File: src/rtl/seg7_capture_if.sv
// -----------------------------------------------------------------------------
// seg7_capture_if
// Bundles the multiplexed 7-segment display bus seen by the capture block
// together with the decoded results it produces.
//   ce_i      : sample/settle-count enable
//   seg_i     : active-low segment bus, {a,b,c,d,e,f,g,dp}
//   an_i      : active-low anode bus, one zero selects the digit being shown
//   bcd_o     : committed digit codes, digit i in bcd_o[4i+3:4i]
//   dp_o      : committed decimal point per digit, 1 = lit
//   valid_o   : digit has committed at least once since reset
//   err_o     : sticky flag, an unrecognised segment pattern was sampled
//   update_o  : one-cycle pulse when any committed value changes
// master drives the display bus, slave is the capture block.
// -----------------------------------------------------------------------------
interface seg7_capture_if #(
  parameter int DIGITS = 4
);
  logic                  ce_i;
  logic [7:0]            seg_i;
  logic [DIGITS-1:0]     an_i;
  logic [4*DIGITS-1:0]   bcd_o;
  logic [DIGITS-1:0]     dp_o;
  logic [DIGITS-1:0]     valid_o;
  logic                  err_o;
  logic                  update_o;

  modport master (
    output ce_i, seg_i, an_i,
    input  bcd_o, dp_o, valid_o, err_o, update_o
  );

  modport slave (
    input  ce_i, seg_i, an_i,
    output bcd_o, dp_o, valid_o, err_o, update_o
  );
endinterface

File: src/rtl/seg7_capture.sv
// -----------------------------------------------------------------------------
// seg7_capture
// Watches a multiplexed active-low segment/anode bus and rebuilds the per-digit
// BCD values being displayed. Each digit is sampled once per anode dwell after
// a settle time, and a value is only committed once it has been seen
// identically on STABLE_SCANS consecutive scans.
//   clk_i : clock, all logic on the rising edge
//   rst_i : synchronous active-high reset
//   bus   : seg7_capture_if slave (ce/seg/an in, bcd/dp/valid/err/update out)
// -----------------------------------------------------------------------------
module seg7_capture #(
  parameter int DIGITS       = 4,
  parameter int SETTLE       = 4,
  parameter int STABLE_SCANS = 2
) (
  input  logic           clk_i,
  input  logic           rst_i,
  seg7_capture_if.slave  bus
);

  localparam int         IDXW       = (DIGITS > 1) ? $clog2(DIGITS) : 1;
  localparam logic [8:0] SETTLE_C   = 9'(SETTLE);
  localparam logic [8:0] SETTLE_MAX = 9'(SETTLE + 1);
  localparam logic [3:0] STABLE_C   = 4'(STABLE_SCANS);

  // Segment pattern (a..g, active-low) to digit code; blank is F, anything
  // unrecognised is E.
  function automatic logic [3:0] seg_decode(input logic [6:0] pat);
    case (pat)
      7'b0000001: seg_decode = 4'd0;
      7'b1001111: seg_decode = 4'd1;
      7'b0010010: seg_decode = 4'd2;
      7'b0000110: seg_decode = 4'd3;
      7'b1001100: seg_decode = 4'd4;
      7'b0100100: seg_decode = 4'd5;
      7'b0100000: seg_decode = 4'd6;
      7'b0001111: seg_decode = 4'd7;
      7'b0000000: seg_decode = 4'd8;
      7'b0000100: seg_decode = 4'd9;
      7'b1111111: seg_decode = 4'hF;
      default:    seg_decode = 4'hE;
    endcase
  endfunction

  logic [DIGITS-1:0]   an_q;
  logic [8:0]          settle_q;
  logic [8:0]          settle_d;
  logic [4:0]          cand_q  [DIGITS];
  logic [3:0]          match_q [DIGITS];
  logic [4*DIGITS-1:0] bcd_q;
  logic [DIGITS-1:0]   dp_q;
  logic [DIGITS-1:0]   valid_q;
  logic                err_q;
  logic                update_q;

  logic [7:0]          zero_cnt_s;
  logic [IDXW-1:0]     idx_s;
  logic                an_valid_s;
  logic                an_stable_s;
  logic                sample_s;
  logic [3:0]          code_s;
  logic                dp_s;
  logic [4:0]          samp_val_s;
  logic [3:0]          match_d;
  logic                commit_s;
  logic                changed_s;

  // Anode qualification: count active-low bits and locate the selected digit.
  always_comb begin
    zero_cnt_s = 8'd0;
    idx_s      = {IDXW{1'b0}};
    for (int i = 0; i < DIGITS; i++) begin
      if (!bus.an_i[i]) begin
        zero_cnt_s = zero_cnt_s + 8'd1;
        idx_s      = IDXW'(i);
      end else begin
        zero_cnt_s = zero_cnt_s;
      end
    end
    an_valid_s = (zero_cnt_s == 8'd1);
  end

  // Settle counter next state and the single sample point per dwell; the
  // counter parks at SETTLE+1 so the sample condition cannot recur.
  always_comb begin
    an_stable_s = (bus.an_i == an_q);
    sample_s    = bus.ce_i && an_valid_s && an_stable_s && (settle_q == SETTLE_C);
    if (!an_stable_s || !an_valid_s) begin
      settle_d = 9'd0;
    end else if (bus.ce_i && (settle_q != SETTLE_MAX)) begin
      settle_d = settle_q + 9'd1;
    end else begin
      settle_d = settle_q;
    end
  end

  // Decode the sample and run the per-digit stability rule for the selected digit.
  always_comb begin
    code_s     = seg_decode(bus.seg_i[7:1]);
    dp_s       = ~bus.seg_i[0];
    samp_val_s = {code_s, dp_s};
    if (samp_val_s == cand_q[idx_s]) begin
      if (match_q[idx_s] >= STABLE_C) begin
        match_d = STABLE_C;
      end else begin
        match_d = match_q[idx_s] + 4'd1;
      end
    end else begin
      match_d = 4'd1;
    end
    commit_s  = sample_s && (match_d == STABLE_C);
    // A first commit always counts as a change so VALID rising is announced.
    changed_s = !valid_q[idx_s] ||
                ({bcd_q[{idx_s, 2'b00} +: 4], dp_q[idx_s]} != samp_val_s);
  end

  // State and registered outputs; reset overrides any sample on the same edge.
  always_ff @(posedge clk_i) begin
    if (rst_i) begin
      an_q     <= {DIGITS{1'b1}};
      settle_q <= 9'd0;
      for (int i = 0; i < DIGITS; i++) begin
        cand_q[i]  <= 5'b11110;
        match_q[i] <= 4'd0;
      end
      bcd_q    <= {(4*DIGITS){1'b1}};
      dp_q     <= {DIGITS{1'b0}};
      valid_q  <= {DIGITS{1'b0}};
      err_q    <= 1'b0;
      update_q <= 1'b0;
    end else begin
      an_q     <= bus.an_i;
      settle_q <= settle_d;
      update_q <= 1'b0;
      if (sample_s) begin
        cand_q[idx_s]  <= samp_val_s;
        match_q[idx_s] <= match_d;
        if (code_s == 4'hE) begin
          err_q <= 1'b1;
        end
        if (commit_s) begin
          bcd_q[{idx_s, 2'b00} +: 4] <= code_s;
          dp_q[idx_s]                <= dp_s;
          valid_q[idx_s]             <= 1'b1;
          update_q                   <= changed_s;
        end
      end
    end
  end

  assign bus.bcd_o    = bcd_q;
  assign bus.dp_o     = dp_q;
  assign bus.valid_o  = valid_q;
  assign bus.err_o    = err_q;
  assign bus.update_o = update_q;

endmodule

File: src/flat_wrapper.sv
// flat-port wrapper written by rule: the top's interface ports become plain ports
module seg7_capture_flat 
#(
  parameter int DIGITS       = 4,
  parameter int SETTLE       = 4,
  parameter int STABLE_SCANS = 2
)
  (clk_i, rst_i, bus_ce_i, bus_seg_i, bus_an_i, bus_bcd_o, bus_dp_o, bus_valid_o, bus_err_o, bus_update_o);
  seg7_capture_if #(.DIGITS(DIGITS)) bus_i ();
  input  logic clk_i;
  input  logic rst_i;
  input wire logic [$bits(bus_i.ce_i)-1:0] bus_ce_i;
  input wire logic [$bits(bus_i.seg_i)-1:0] bus_seg_i;
  input wire logic [$bits(bus_i.an_i)-1:0] bus_an_i;
  output wire logic [$bits(bus_i.bcd_o)-1:0] bus_bcd_o;
  output wire logic [$bits(bus_i.dp_o)-1:0] bus_dp_o;
  output wire logic [$bits(bus_i.valid_o)-1:0] bus_valid_o;
  output wire logic [$bits(bus_i.err_o)-1:0] bus_err_o;
  output wire logic [$bits(bus_i.update_o)-1:0] bus_update_o;
  assign bus_i.ce_i = bus_ce_i;
  assign bus_i.seg_i = bus_seg_i;
  assign bus_i.an_i = bus_an_i;
  assign bus_bcd_o = bus_i.bcd_o;
  assign bus_dp_o = bus_i.dp_o;
  assign bus_valid_o = bus_i.valid_o;
  assign bus_err_o = bus_i.err_o;
  assign bus_update_o = bus_i.update_o;
  seg7_capture #(.DIGITS(DIGITS), .SETTLE(SETTLE), .STABLE_SCANS(STABLE_SCANS)) u_core (.clk_i(clk_i), .rst_i(rst_i), .bus(bus_i));
endmodule
File: config.mk
export PLATFORM = sky130hd
export DESIGN_NAME = seg7_capture_flat
export DESIGN_NICKNAME = d
export VERILOG_FILES = /design/src/rtl/seg7_capture_if.sv /design/src/rtl/seg7_capture.sv /design/src/flat_wrapper.sv
export SDC_FILE = /design/constraint.sdc
export NUM_CORES = 1
export LEC_CHECK = 0
export ABC_AREA = 1
export CORE_MARGIN = 2
export CORE_UTILIZATION = 45
export DETAILED_ROUTE_END_ITERATION = 8
export PLACE_DENSITY_LB_ADDON = 0.2
export SLEW_MARGIN = 40
export SYNTH_ARGS = -nofsm -noshare
export SYNTH_HDL_FRONTEND = slang
export SYNTH_SLANG_ARGS = --single-unit
File: constraint.sdc
create_clock -name clk_i -period 3.9 [get_ports clk_i]
set_clock_uncertainty 0.2 [all_clocks]
set_input_delay 0.585 -clock clk_i [delete_from_list [all_inputs] [get_ports clk_i]]
set_output_delay 0.585 -clock clk_i [all_outputs]
set_load 0.02 [all_outputs]
After elaboration in Yosys (flattened, before gate mapping) --
Memory sizes are Yosys's and may differ from the RTL's. Index checks and enable logic that the tools add are counted.
Operators by class: shifts and indexed selects 3, equal/unequal tests 18, order comparisons 3, reductions and logical operators 18, bitwise operators 4, mux-type cells 29, add/subtract/negate cells 6
Operators by type and width (number):
- case mux 4 bit (11 select lines) | 1
- 2-to-1 mux 8 bit | 3
- equality test 7 bit (second input constant) | 3
- adder 8 x 1 -> 8 bit (second input constant) | 2
- bitwise mux 16 bit | 1
- variable shift 4 x 6 -> 16 bit (first input constant) | 1
- indexed part select 16 x 5 -> 4 bit | 1
- indexed part select 4 x 6 -> 16 bit | 1
- equality test 7 x 3 -> 1 bit (second input constant) | 2
- equality test 7 x 6 -> 1 bit (second input constant) | 2
- 2-to-1 mux 1 bit | 12
- 2-to-1 mux 4 bit | 3
- adder 9 x 1 -> 9 bit (second input constant) | 1
- equality test 9 x 3 -> 1 bit (second input constant) | 1
- inequality test 9 x 3 -> 1 bit (second input constant) | 1
- equality test 8 x 1 -> 1 bit (second input constant) | 1
- 2-to-1 mux 2 bit | 4
- equality test 7 x 1 -> 1 bit (second input constant) | 1
- equality test 7 x 4 -> 1 bit (second input constant) | 1
- equality test 7 x 5 -> 1 bit (second input constant) | 1
- zero test 7 bit | 1
- logical AND 1 bit | 6
- negation 4 -> 6 bit | 1
- equality test 5 bit | 1
- other kinds (22) | 29
Storage, ports and cells: input bits 15, RAM bits 36, memories 2, logic and storage cells 90, flip-flop bits (word level) 39, output and inout bits 26
Memories:
- u_core.cand_q | words 4, bits a word 5, rd ports 1, clocked after memory_dff 0, wr ports 4, RTL line seg7_capture.sv:48 | logic [4:0] cand_q [DIGITS];
- u_core.match_q | words 4, bits a word 4, rd ports 1, clocked after memory_dff 0, wr ports 4, RTL line seg7_capture.sv:49 | logic [3:0] match_q [DIGITS];

Depth between registers and ports, before layout --
word-level depth 16, mapped depth 20, depth with buffers taken out 19

Worst setup path after synthesis --
Ideal clock, no wire load.
kind input-to-reg, start point input bus_an_i[0], end point memory u_core.cand_q[0][0], enable pin, path slack 0.450 ns, required time 3.313 ns, arrival time 2.862 ns, stages 12, library setup time 0.387 ns, path buffers 0, cells stage by stage inv_1 > ha_1 > xnor2_1 > ha_1 > nand2_1 > a21boi_0 > nand4_1 > inv_1 > nand2_1 > nor2_2 > nand2_1 > o21ai_0
RTL lines:
- start: declaration | RTL line flat_wrapper.sv:14 | input wire logic [$bits(bus_i.an_i)-1:0] bus_an_i;
- end: declaration | RTL line seg7_capture.sv:48

==> run summary <==
Compound-Gate Fraction of Synth Area: 8.17%
1st-iter DRT viols: 166
WHS Endpoint: u_core.settle_q[8]
Core footprint: 8760 µm²
Largest net degree at the start of global routing: 25
Reg-to-reg critical path startpoint: u_core.match_q[3][0]
Multiplexer share of the synthesized area: 0%
Required time of the critical path: 3.77 ns
Largest family of logic cells by synthesized area: simple AND/OR/NAND/NOR gates
Reg2Reg Setup Slack: 1.23 ns
Mapped Cells: 492
Number of synthesized flops with an enable pin: 36
# IOs: 41
Area Growth Syn to Fin: 20.1%
Crit start category: input pin
Synthesized area per cell: 8.28 µm²
Run status: complete, no violations
CTS tree: built
Crit path DAT: 3.39 ns
Combined area of the multi-input logic cells: 1930 µm²
Peak VDD IR: 0.192 mV
Sink count of the clock tree: 75
Max Freq: 0.285 GHz
TritonCTS Buffers: 9
P_leak: 2.04 nW
Vias per cell: 5.18
Adder-cell area share of the yosys netlist: 2.46%
Top_reg_cell synth: dfxtp_1
Hold buffer count at CTS: 0
Share of cells above drive strength 1: 14.8%
Final net count: 577
Initial antenna violation count: 0
Post-synthesis sequential area ratio: 45.7%
HP Class: flip-flop to flip-flop
Maximum clock path buffer count: 2
Final setup violation count: 0
Register area: 1860 µm²
Synth Cell Area: 4070 µm²
Fill count: 827
Final ANT Viol Nets: 0
Top cell type's share of synthesized area: 26.5%
Die W: 99.1 µm
Routed Wire Length: 10100 µm
Yosys warning count: 0
Die Area: 9830 µm²
Yosys reg bits: 75
Clk Latency, worst-skew pair: 0.36 ns
Crit Path Max Fanout: 5
Slew Viols, Final: 0
Fin. Hold Viols: 0
Antenna Cells: 0
Final period util: 90.1%
Average wire per cell in the routed design: 15.2 µm
CTS H-tree lvls: 3
Worst hold stages: 2
Hpwl dp: 7450 µm
FF-to-FF End: u_core.bus.bcd_o[5]
Root Driver: clkbuf_8
Path type of the worst setup path: input pin to flip-flop
Initial core utilization: 46.5%
Sum Neg Setup Slack: 0 ns
Synth cell types: 46
GRT Residual Overflow: 0
Synth area leaders: edfxtp_1 27%, dfxtp_1 19%, nand2_1 12%
GP Congestion: 0.842
Setup bufs post-CTS: 0
Place WS: 0.0320 ns
HP Start: u_core.settle_q[8]
Row count: 34
DR pass1 iterations: 4
PortBufs: 40
Number of global-route vias before repair: 3441
Tot Pwr: 0.00162 W
Worst r2r path cells: 14
Routed vias: 3454
Leading area contributor after synthesis: edfxtp_1
Unrepaired setup endpoints after global routing: no
First-pass GRT wire length: 16700 µm
Async SR Flop Fraction: 0%
Residual DRC count: 0
Power Density: 331 nW/µm²
Worst-path clk slew: 0.08 ns
Total GRT Usage: 21.8%
Worst setup EP type: flip-flop
Post-synthesis xor/xnor area fraction: 2.36%
PostCTS Resize Cnt: 0
Min cycle time layout: 3.51 ns
Maximum Capacitance Violations: 0
Die extent in y: 99.1 µm
Post-Synth Simple-Gate Area: 33.9%
Setup ws final: 0.385 ns
-- critical path: stages --
cell             delay [ns]
clkdlybuf4s50_1        0.52
inv_1                  0.07
ha_1                   0.32
xnor2_1                0.28
ha_1                   0.28
nand2_1                0.06
a21boi_0               0.18
nand4_1                0.11
inv_1                  0.08
nand2_1                0.06
nor2_2                 0.14
nand2_1                0.13
o21ai_0                0.32
buf_4                  0.23
-- area by class of cell --
type                            count  area share [%]
Timing Repair Buffer               61            11.4
Clock buffer                       12            3.40
Clock inverter                      4           0.614
Sequential cell                    75            38.0
Inverter                           57            4.42
Tap cell                          108            2.76
Multi-Input combinational cell    350            39.4
-- flip-flops by register name, summed over array words and instances (netlist names) --
signal / flops
u_core.cand_q: 20
u_core.bus.bcd_o: 16
u_core.match_q: 16
u_core.settle_q: 9
u_core.an_q: 4
u_core.bus.dp_o: 4
u_core.bus.valid_o: 4
u_core.bus.err_o: 1
u_core.bus.update_o: 1
-- how the worst max path moves through the flow --
stage                           start                    to  slack, ns
after floorplan           bus_an_i[0]   u_core.cand_q[0][0]       0.45
after global placement    bus_an_i[0]  u_core.match_q[0][3]        0.1
after detailed placement  bus_an_i[0]  u_core.match_q[0][3]       0.03
after CTS                 bus_an_i[0]  u_core.match_q[0][2]       0.38
after global routing      bus_an_i[0]  u_core.match_q[0][2]       0.07
final                     bus_an_i[0]  u_core.match_q[0][2]       0.39
-- cells in the final DEF, fill, tap and decap left out, types with 3 or more instances in the layout --
cell             count
a21oi_1             13
a21oi_2              3
a221oi_1             3
a22o_1               7
buf_4               21
clkbuf_8            10
clkdlybuf4s50_1     40
conb_1               4
dfxtp_1             39
edfxtp_1            36
ha_1                 8
inv_1               51
inv_2                4
nand2_1            135
nand2_2              5
nand2_4              8
nand3_1             32
nand4_1              9
nor2_1              54
nor2_2               7
nor2_4               4
nor3_1               6
nor3b_1              3
o21ai_0             10
o21ai_1              5
or2_2                3
xnor2_1              5
xor2_1               6
-- cell families (layout without fill, tap and decap cells) --
group | after synthesis | count (layout)
buffers and inverters | 70 | 134
adders and majority gates | 8 | 8
and+or+nand+nor | 279 | 279
xor gates and xnor gates | 11 | 11
AOI/OAI and AO/OA | 48 | 48
DFF | 75 | 75
other | 1 | 4
-- through the flow --
stage	hold slack (ns)	area, µm²	std cells	utilization (%)
floorplan	0.238	4090	495	-
global placement	0.255	4700	651	53.6
detailed placement	0.264	4700	651	53.6
CTS	0.277	4890	667	55.8
global route	0.313	4890	667	55.8
finish	0.278	4890	667	55.8
-- routing by layer --
metal | vias up | share of wire (%) | track usage [%]
li1 | 1719 | - | -
met1 | 1656 | 47 | 29.8
met2 | 67 | 47 | 35.0
met3 | 12 | 4.3 | 3.51
met4 | 0 | 1.5 | 7.80
met5 | - | 0 | 0
-- cells in the mapped netlist, types with 2 or more instances --
| library cell | number |
|---|---|
| nor2_1 | 54 |
| nor3_1 | 6 |
| buf_4 | 4 |
| xnor2_1 | 5 |
| a221oi_1 | 3 |
| clkbuf_1 | 4 |
| nor2_8 | 2 |
| buf_2 | 2 |
| nor2_2 | 7 |
| inv_1 | 51 |
| nor3b_1 | 3 |
| a21oi_4 | 2 |
| nand2_4 | 8 |
| nand2_2 | 5 |
| edfxtp_1 | 36 |
| nand4_1 | 9 |
| o211ai_1 | 2 |
| xor2_1 | 6 |
| o21ai_0 | 10 |
| nand3b_1 | 2 |
| inv_2 | 4 |
| or2_2 | 3 |
| o21ai_1 | 5 |
| buf_6 | 2 |
| a21oi_1 | 13 |
| ha_1 | 8 |
| nand3_2 | 2 |
| nand3_4 | 2 |
| a21oi_2 | 3 |
| nand2_1 | 135 |
| a22o_1 | 7 |
| nor2_4 | 4 |
| dfxtp_1 | 39 |
| nand3_1 | 32 |
-- power by group --
| group | internal, W | switching, W |
|---|---|---|
| clock | 0.000290 | 0.000303 |
| sequential | 0.000833 | 0.00000345 |
| combinational | 0.0000696 | 0.000122 |
Power figures use the tool's default switching activity.
